### src/rtl/rv_pipe_pkg.sv
// Shared RV32I pipeline definitions: control-bus layout, bubble encoding and
// the write-back bypass match used by ID/EX.
package rv_pipe_pkg;

  localparam int CTRL_W = 10;

  localparam int CTRL_REGWRITE  = 9;
  localparam int CTRL_MEMREAD   = 8;
  localparam int CTRL_MEMWRITE  = 7;
  localparam int CTRL_MEMTOREG  = 6;
  localparam int CTRL_ALUSRC    = 5;
  localparam int CTRL_BRANCH    = 4;
  localparam int CTRL_ALUOP_MSB = 3;
  localparam int CTRL_ALUOP_LSB = 0;

  typedef logic [CTRL_W-1:0] ctrl_t;
  typedef logic [4:0]        reg_idx_t;

  // All-zero control word: no register write, no memory access.
  localparam ctrl_t CTRL_NOP = '0;

  // True when the register being written back this cycle is the one named by rs.
  function automatic logic wb_hits(input logic we, input reg_idx_t wb_rd,
                                   input reg_idx_t rs);
    return we && (wb_rd != 5'd0) && (wb_rd == rs);
  endfunction

endpackage

### src/rtl/idex_hazard_detect.sv
// Load-use hazard detection between the instruction in ID and a load sitting
// in ID/EX. Purely combinational so decode-side stall logic can reuse it.
module idex_hazard_detect
  import rv_pipe_pkg::*;
(
  input  logic     idex_valid,
  input  logic     idex_memread,
  input  reg_idx_t idex_rd,
  input  logic     id_valid,
  input  reg_idx_t id_rs1,
  input  reg_idx_t id_rs2,
  input  logic     id_uses_rs1,
  input  logic     id_uses_rs2,
  input  logic     id_memwrite,
  output logic     load_use
);

  logic rs1_hit;
  logic rs2_hit_nonstore;

  // Store data from a load is forwarded in MEM, so rs2 of a store never stalls.
  always_comb begin
    rs1_hit          = id_uses_rs1 && (id_rs1 == idex_rd);
    rs2_hit_nonstore = id_uses_rs2 && (id_rs2 == idex_rd) && !id_memwrite;
    load_use         = idex_valid && idex_memread && (idex_rd != 5'd0) &&
                       id_valid && (rs1_hit || rs2_hit_nonstore);
  end

endmodule

### src/rtl/id_ex_stage.sv
// ID/EX pipeline register with load-use bubbling, EX flush/stall handling and
// WB->ID write-through bypass. Define IDEX_STALL_CNT_EN for stall/bubble counters.
module id_ex_stage
  import rv_pipe_pkg::*;
#(
  parameter int XLEN = 32
) (
  input  logic              clk,
  input  logic              rst_n,
  input  logic              id_valid,
  input  logic [XLEN-1:0]   id_pc,
  input  logic [4:0]        id_rs1,
  input  logic [4:0]        id_rs2,
  input  logic [4:0]        id_rd,
  input  logic              id_uses_rs1,
  input  logic              id_uses_rs2,
  input  logic [XLEN-1:0]   id_rs1_data,
  input  logic [XLEN-1:0]   id_rs2_data,
  input  logic [XLEN-1:0]   id_imm,
  input  logic [CTRL_W-1:0] id_ctrl,
  input  logic              wb_RegWrite,
  input  logic [4:0]        wb_rd,
  input  logic [XLEN-1:0]   wb_data,
  input  logic              ex_flush,
  input  logic              ex_stall,
  output logic              idex_valid,
  output logic [XLEN-1:0]   idex_pc,
  output logic [4:0]        idex_rs1,
  output logic [4:0]        idex_rs2,
  output logic [4:0]        idex_rd,
  output logic [XLEN-1:0]   idex_rs1_data,
  output logic [XLEN-1:0]   idex_rs2_data,
  output logic [XLEN-1:0]   idex_imm,
  output logic [CTRL_W-1:0] idex_ctrl,
  output logic              stall_if_id,
  output logic              load_use
`ifdef IDEX_STALL_CNT_EN
  ,
  output logic [31:0]       stall_cycles,
  output logic [31:0]       bubble_count
`endif
);

  logic            valid_q, valid_d;
  logic [XLEN-1:0] pc_q, pc_d;
  reg_idx_t        rs1_q, rs1_d;
  reg_idx_t        rs2_q, rs2_d;
  reg_idx_t        rd_q, rd_d;
  logic [XLEN-1:0] rs1_data_q, rs1_data_d;
  logic [XLEN-1:0] rs2_data_q, rs2_data_d;
  logic [XLEN-1:0] imm_q, imm_d;
  ctrl_t           ctrl_q, ctrl_d;

  logic            load_use_det;
  logic [XLEN-1:0] id_rs1_byp;
  logic [XLEN-1:0] id_rs2_byp;
  logic            bubble_ins;

  idex_hazard_detect u_hazard (
    .idex_valid   (valid_q),
    .idex_memread (ctrl_q[CTRL_MEMREAD]),
    .idex_rd      (rd_q),
    .id_valid     (id_valid),
    .id_rs1       (id_rs1),
    .id_rs2       (id_rs2),
    .id_uses_rs1  (id_uses_rs1),
    .id_uses_rs2  (id_uses_rs2),
    .id_memwrite  (id_ctrl[CTRL_MEMWRITE]),
    .load_use     (load_use_det)
  );

  // Gating with rst_n keeps both hazard outputs quiet while reset is held.
  always_comb begin
    load_use    = rst_n && load_use_det;
    stall_if_id = rst_n && !ex_flush && (ex_stall || load_use_det);
    bubble_ins  = ex_flush || (!ex_stall && load_use_det);
    id_rs1_byp  = wb_hits(wb_RegWrite, wb_rd, id_rs1) ? wb_data : id_rs1_data;
    id_rs2_byp  = wb_hits(wb_RegWrite, wb_rd, id_rs2) ? wb_data : id_rs2_data;
  end

  always_comb begin
    valid_d    = valid_q;
    pc_d       = pc_q;
    rs1_d      = rs1_q;
    rs2_d      = rs2_q;
    rd_d       = rd_q;
    rs1_data_d = rs1_data_q;
    rs2_data_d = rs2_data_q;
    imm_d      = imm_q;
    ctrl_d     = ctrl_q;
    if (ex_flush || (!ex_stall && (load_use_det || !id_valid))) begin
      valid_d    = 1'b0;
      pc_d       = '0;
      rs1_d      = '0;
      rs2_d      = '0;
      rd_d       = '0;
      rs1_data_d = '0;
      rs2_data_d = '0;
      imm_d      = '0;
      ctrl_d     = CTRL_NOP;
    end else if (ex_stall) begin
      // Held operands must not go stale when WB retires their source register.
      if (wb_hits(wb_RegWrite, wb_rd, rs1_q)) rs1_data_d = wb_data;
      if (wb_hits(wb_RegWrite, wb_rd, rs2_q)) rs2_data_d = wb_data;
    end else begin
      valid_d    = 1'b1;
      pc_d       = id_pc;
      rs1_d      = id_rs1;
      rs2_d      = id_rs2;
      rd_d       = id_rd;
      rs1_data_d = id_rs1_byp;
      rs2_data_d = id_rs2_byp;
      imm_d      = id_imm;
      ctrl_d     = id_ctrl;
    end
  end

  always_ff @(posedge clk or negedge rst_n) begin
    if (!rst_n) begin
      valid_q    <= 1'b0;
      pc_q       <= '0;
      rs1_q      <= '0;
      rs2_q      <= '0;
      rd_q       <= '0;
      rs1_data_q <= '0;
      rs2_data_q <= '0;
      imm_q      <= '0;
      ctrl_q     <= CTRL_NOP;
    end else begin
      valid_q    <= valid_d;
      pc_q       <= pc_d;
      rs1_q      <= rs1_d;
      rs2_q      <= rs2_d;
      rd_q       <= rd_d;
      rs1_data_q <= rs1_data_d;
      rs2_data_q <= rs2_data_d;
      imm_q      <= imm_d;
      ctrl_q     <= ctrl_d;
    end
  end

  assign idex_valid    = valid_q;
  assign idex_pc       = pc_q;
  assign idex_rs1      = rs1_q;
  assign idex_rs2      = rs2_q;
  assign idex_rd       = rd_q;
  assign idex_rs1_data = rs1_data_q;
  assign idex_rs2_data = rs2_data_q;
  assign idex_imm      = imm_q;
  assign idex_ctrl     = ctrl_q;

`ifdef IDEX_STALL_CNT_EN
  logic [31:0] stall_cycles_q, stall_cycles_d;
  logic [31:0] bubble_count_q, bubble_count_d;

  // Only bubbles forced by hazards or flushes count; idle ID slots do not.
  always_comb begin
    stall_cycles_d = stall_cycles_q;
    bubble_count_d = bubble_count_q;
    if (stall_if_id) stall_cycles_d = stall_cycles_q + 32'd1;
    if (bubble_ins)  bubble_count_d = bubble_count_q + 32'd1;
  end

  always_ff @(posedge clk or negedge rst_n) begin
    if (!rst_n) begin
      stall_cycles_q <= '0;
      bubble_count_q <= '0;
    end else begin
      stall_cycles_q <= stall_cycles_d;
      bubble_count_q <= bubble_count_d;
    end
  end

  assign stall_cycles = stall_cycles_q;
  assign bubble_count = bubble_count_q;
`else
  logic unused_bubble;
  assign unused_bubble = bubble_ins;
`endif

endmodule
### config.mk
export PLATFORM = sky130hd
export DESIGN_NAME = id_ex_stage
export DESIGN_NICKNAME = d
export VERILOG_FILES = /design/src/rtl/rv_pipe_pkg.sv /design/src/rtl/idex_hazard_detect.sv /design/src/rtl/id_ex_stage.sv
export SDC_FILE = /design/constraint.sdc
export NUM_CORES = 1
export LEC_CHECK = 0
export ABC_CLOCK_PERIOD_IN_PS = 4400
export CAP_MARGIN = 25
export CORE_MARGIN = 5
export CORE_UTILIZATION = 43
export DETAILED_ROUTE_END_ITERATION = 7
export HOLD_SLACK_MARGIN = 0.15
export PLACE_DENSITY_LB_ADDON = 0.3
export SLEW_MARGIN = 40
export SYNTH_ARGS = -nofsm -noshare
export SYNTH_HDL_FRONTEND = slang
export SYNTH_HIERARCHICAL = 1
export SYNTH_SLANG_ARGS = --single-unit
export TNS_END_PERCENT = 20
### constraint.sdc
create_clock -name clk -period 4.4 [get_ports clk]
set_input_delay 0.66 -clock clk [delete_from_list [all_inputs] [get_ports clk]]
set_output_delay 0.66 -clock clk [all_outputs]
set_load 0.005 [all_outputs]
==> out/qor.txt <==
status: completed
Comb pwr share: 17.3%
crit path time final: 3.672 ns
P&R area growth vs syn: 63.01%
Final Wtd Congestion: 0.8223
fmax: 272.4 MHz
startpoint types: primary input
worst vdd ir: 270.5 uV
sequential share of power: 40.6%
multiplexer share of the synthesized area: 9.302%
initial antenna violation count: 1
most common cell after layout, fill and taps aside: clkdlybuf4s50_1
fin area: 11230 um^2
first-pass GRT wire length: 36840 um
cell area after placement: 10540 um^2
Cell Area, Synth: 6887 um^2
Synth Area in Adders: 0%
clk buf depth: 2
sequential-to-total area share from yosys stat: 55.96%
Die Wd: 136.6 um
htree depth: 4
Setup WS pre-CTS: 0.7891 ns
GR Util All Layers: 25.83%
Hold Vio Cnt, Final: 0
FF+latch area: 3854 um^2
Hold Startpoint: idex_ctrl[1]$_DFFE_PN0P_
Clock Latency Late Sink: 0.42 ns
largest net degree at the start of global routing: 90
Initial Util: 43.67%
max-slew violation count: 0
DRT antenna net count: 0
Post-Synth Simple-Gate Area: 5.505%
mean routed wirelength per cell: 21.80 um
commonest non-fill, non-tap cells in the layout: clkdlybuf4s50_1, dfrtp_1, a22o_1
Yosys cell types: 34
Routed WL: 24170 um
CP arrival: 3.01 ns
sw frac: 23.90%
root buf cell: clkbuf_16
Synth Area in XOR/XNOR: 3.815%
Crit Path Category: primary input to output port
# fillers: 1102
DRC viols: 0
footprint of the multi-input gates: 2791 um^2
clk sinks: 154
clock slew at reported path FFs: 0.06 ns
worst relative slew slack: 53.21%
reg-to-reg endpoint: idex_rs2_data[11]$_DFFE_PN0P_
Pwr Density: 339.2 nW/um^2
Port Buf Inserts: 353
syn nets: 741
Clock Skew: 0.007548 ns
layout cells sized above 1: 9.529%
Clk pwr share: 42.1%
PostCTS Resize Cnt: 0
vias in the first global route: 6505
initial DRC count: 271
CTS tree: yes
Vias: 5976
Die H: 136.6 um
crit path from: id_rs1[2]
HP Class: flop to flop
Pleak: 4.872 nW
synthesized flop and latch total: 154
setup ws final: 0.7284 ns
die area: 18650 um^2
core area: 15770 um^2
Post-Synthesis Cells: 543
setup TNS: 0 ns
GRT overflow: 0
crit path to: stall_if_id
Num CTS Buffers: 17
Setup violations, final: 0
crit path capture type: output port
Post-layout nets: 1078
CTS Hold Bufs: 1
RSZ-0062 raised after global routing: false
worst reg2reg path startpoint: idex_rd[2]$_DFFE_PN0P_
CP max FO: 4
Worst Tran Pin Value: 0.7019 ns
syn avg cell area: 12.68 um^2
combinational family with the most area after synthesis: compound AO/OA/AOI/OAI gates
Critical Path RT: 3.74 ns
num ports: 354
DR vias/cell: 5.389
crit share post-route: 83.45%
iteration count of the initial detailed-routing pass: 5
# rows: 46
Synth Area in Compound Gates: 21.29%
r2r setup slk: 1.70 ns
number of max-cap violations: 0
post-CTS setup buffers: 0
R2R cell count: 9
post-DP HPWL: 17610 um
Pint: 2.898 mW
Net Sw Power: 910.0 uW
Ys Warns: 6
## layer usage
metal	share of wire, %	vias up	track usage (%)
met3	7.1	44	7.316
li1	-	2699	-
met4	3.2	0	10.58
met1	38	2966	30.29
met2	52	267	44.55
met5	0	-	0
## state kept, by name, indices dropped and copies added (netlist names)
name	flops
idex_rs1_data	32
idex_rs2_data	32
idex_rd	5
idex_imm	32
idex_pc	32
idex_rs2	5
idex_ctrl	10
idex_rs1	5
idex_valid	1
## power by group through the flow
stage                     sequential (mW)  clock [mW]  combinational [mW]
after CTS                            1.55        1.63               0.665
after global routing                 1.55        1.70               0.705
after floorplan                      1.57           0               0.220
after detailed placement             1.57           0               0.660
after global placement               1.56           0               0.645
final                                1.55        1.60               0.661
## synthesized netlist by cell type (all sizes together)
cell / number / area share (%)
o2111ai: 1 / 0.13
nand3: 5 / 0.36
o22ai: 64 / 8.5
nor4b: 1 / 0.22
o21ai: 3 / 0.49
o41ai: 1 / 0.40
a21oi: 2 / 0.15
nand2b: 2 / 0.18
buf: 19 / 2.4
xor2: 16 / 2.0
nor2: 2 / 0.11
o41a: 1 / 0.16
xnor2: 14 / 1.8
clkbuf: 30 / 1.7
nand4b: 1 / 0.13
nand2: 64 / 3.5
or4: 2 / 0.27
dfrtp: 154 / 56
inv: 1 / 0.054
mux2i: 64 / 9.3
o21a: 1 / 0.11
nor3b: 1 / 0.11
a22o: 89 / 11
nor4: 4 / 0.54
and2: 1 / 0.091
## cells by family (layout without fill, tap and decap cells)
group | Yosys count | count (layout)
other cells | 0 | 1
buf+inv | 50 | 399
simple gates | 83 | 83
compound gates | 162 | 162
xor+xnor | 30 | 30
flops | 154 | 154
mux | 64 | 64
## cell type report
class,count,area share [%]
multi-input cells,339,24.87
well taps,216,2.407
diodes,1,0.02229
clock inverters,14,1.939
flip-flops and latches,154,34.33
repair buffers,367,32.61
inverters,1,0.03344
clock buffers,17,3.790
## worst max-delay path, stage by stage
cell and delay [ns]:
clkdlybuf4s50_1 0.48, xor2_1 0.17, nor4_1 0.37, nand3_1 0.12, a21oi_1 0.40, nor2_1 0.08
nor3b_1 0.20, clkdlybuf4s50_1 0.54
## through the flow
stage          instances  util (%)  power [mW]  hold WS, ns
2_1_floorplan        543         -       1.789       0.3644
3_3_place_gp        1075     66.86       2.210       0.4873
3_5_place_dp        1075     66.86       2.228       0.4898
4_1_cts             1107     71.00       3.836       0.5088
5_1_grt             1109     71.18       3.955       0.5214
6_report            1109     71.18       3.808       0.5037
## how the worst min path moves through the flow
stage	endpoint	slack (ns)	depth (start not counted)
after floorplan	idex_ctrl[0]$_DFFE_PN0P_	0.36	0
after global placement	idex_imm[10]$_DFFE_PN0P_	0.49	1
after detailed placement	idex_pc[12]$_DFFE_PN0P_	0.49	1
after CTS	idex_pc[12]$_DFFE_PN0P_	0.51	1
after global routing	idex_pc[1]$_DFFE_PN0P_	0.52	1
final	idex_ctrl[1]$_DFFE_PN0P_	0.50	1
(Power assumes the default switching activity.)
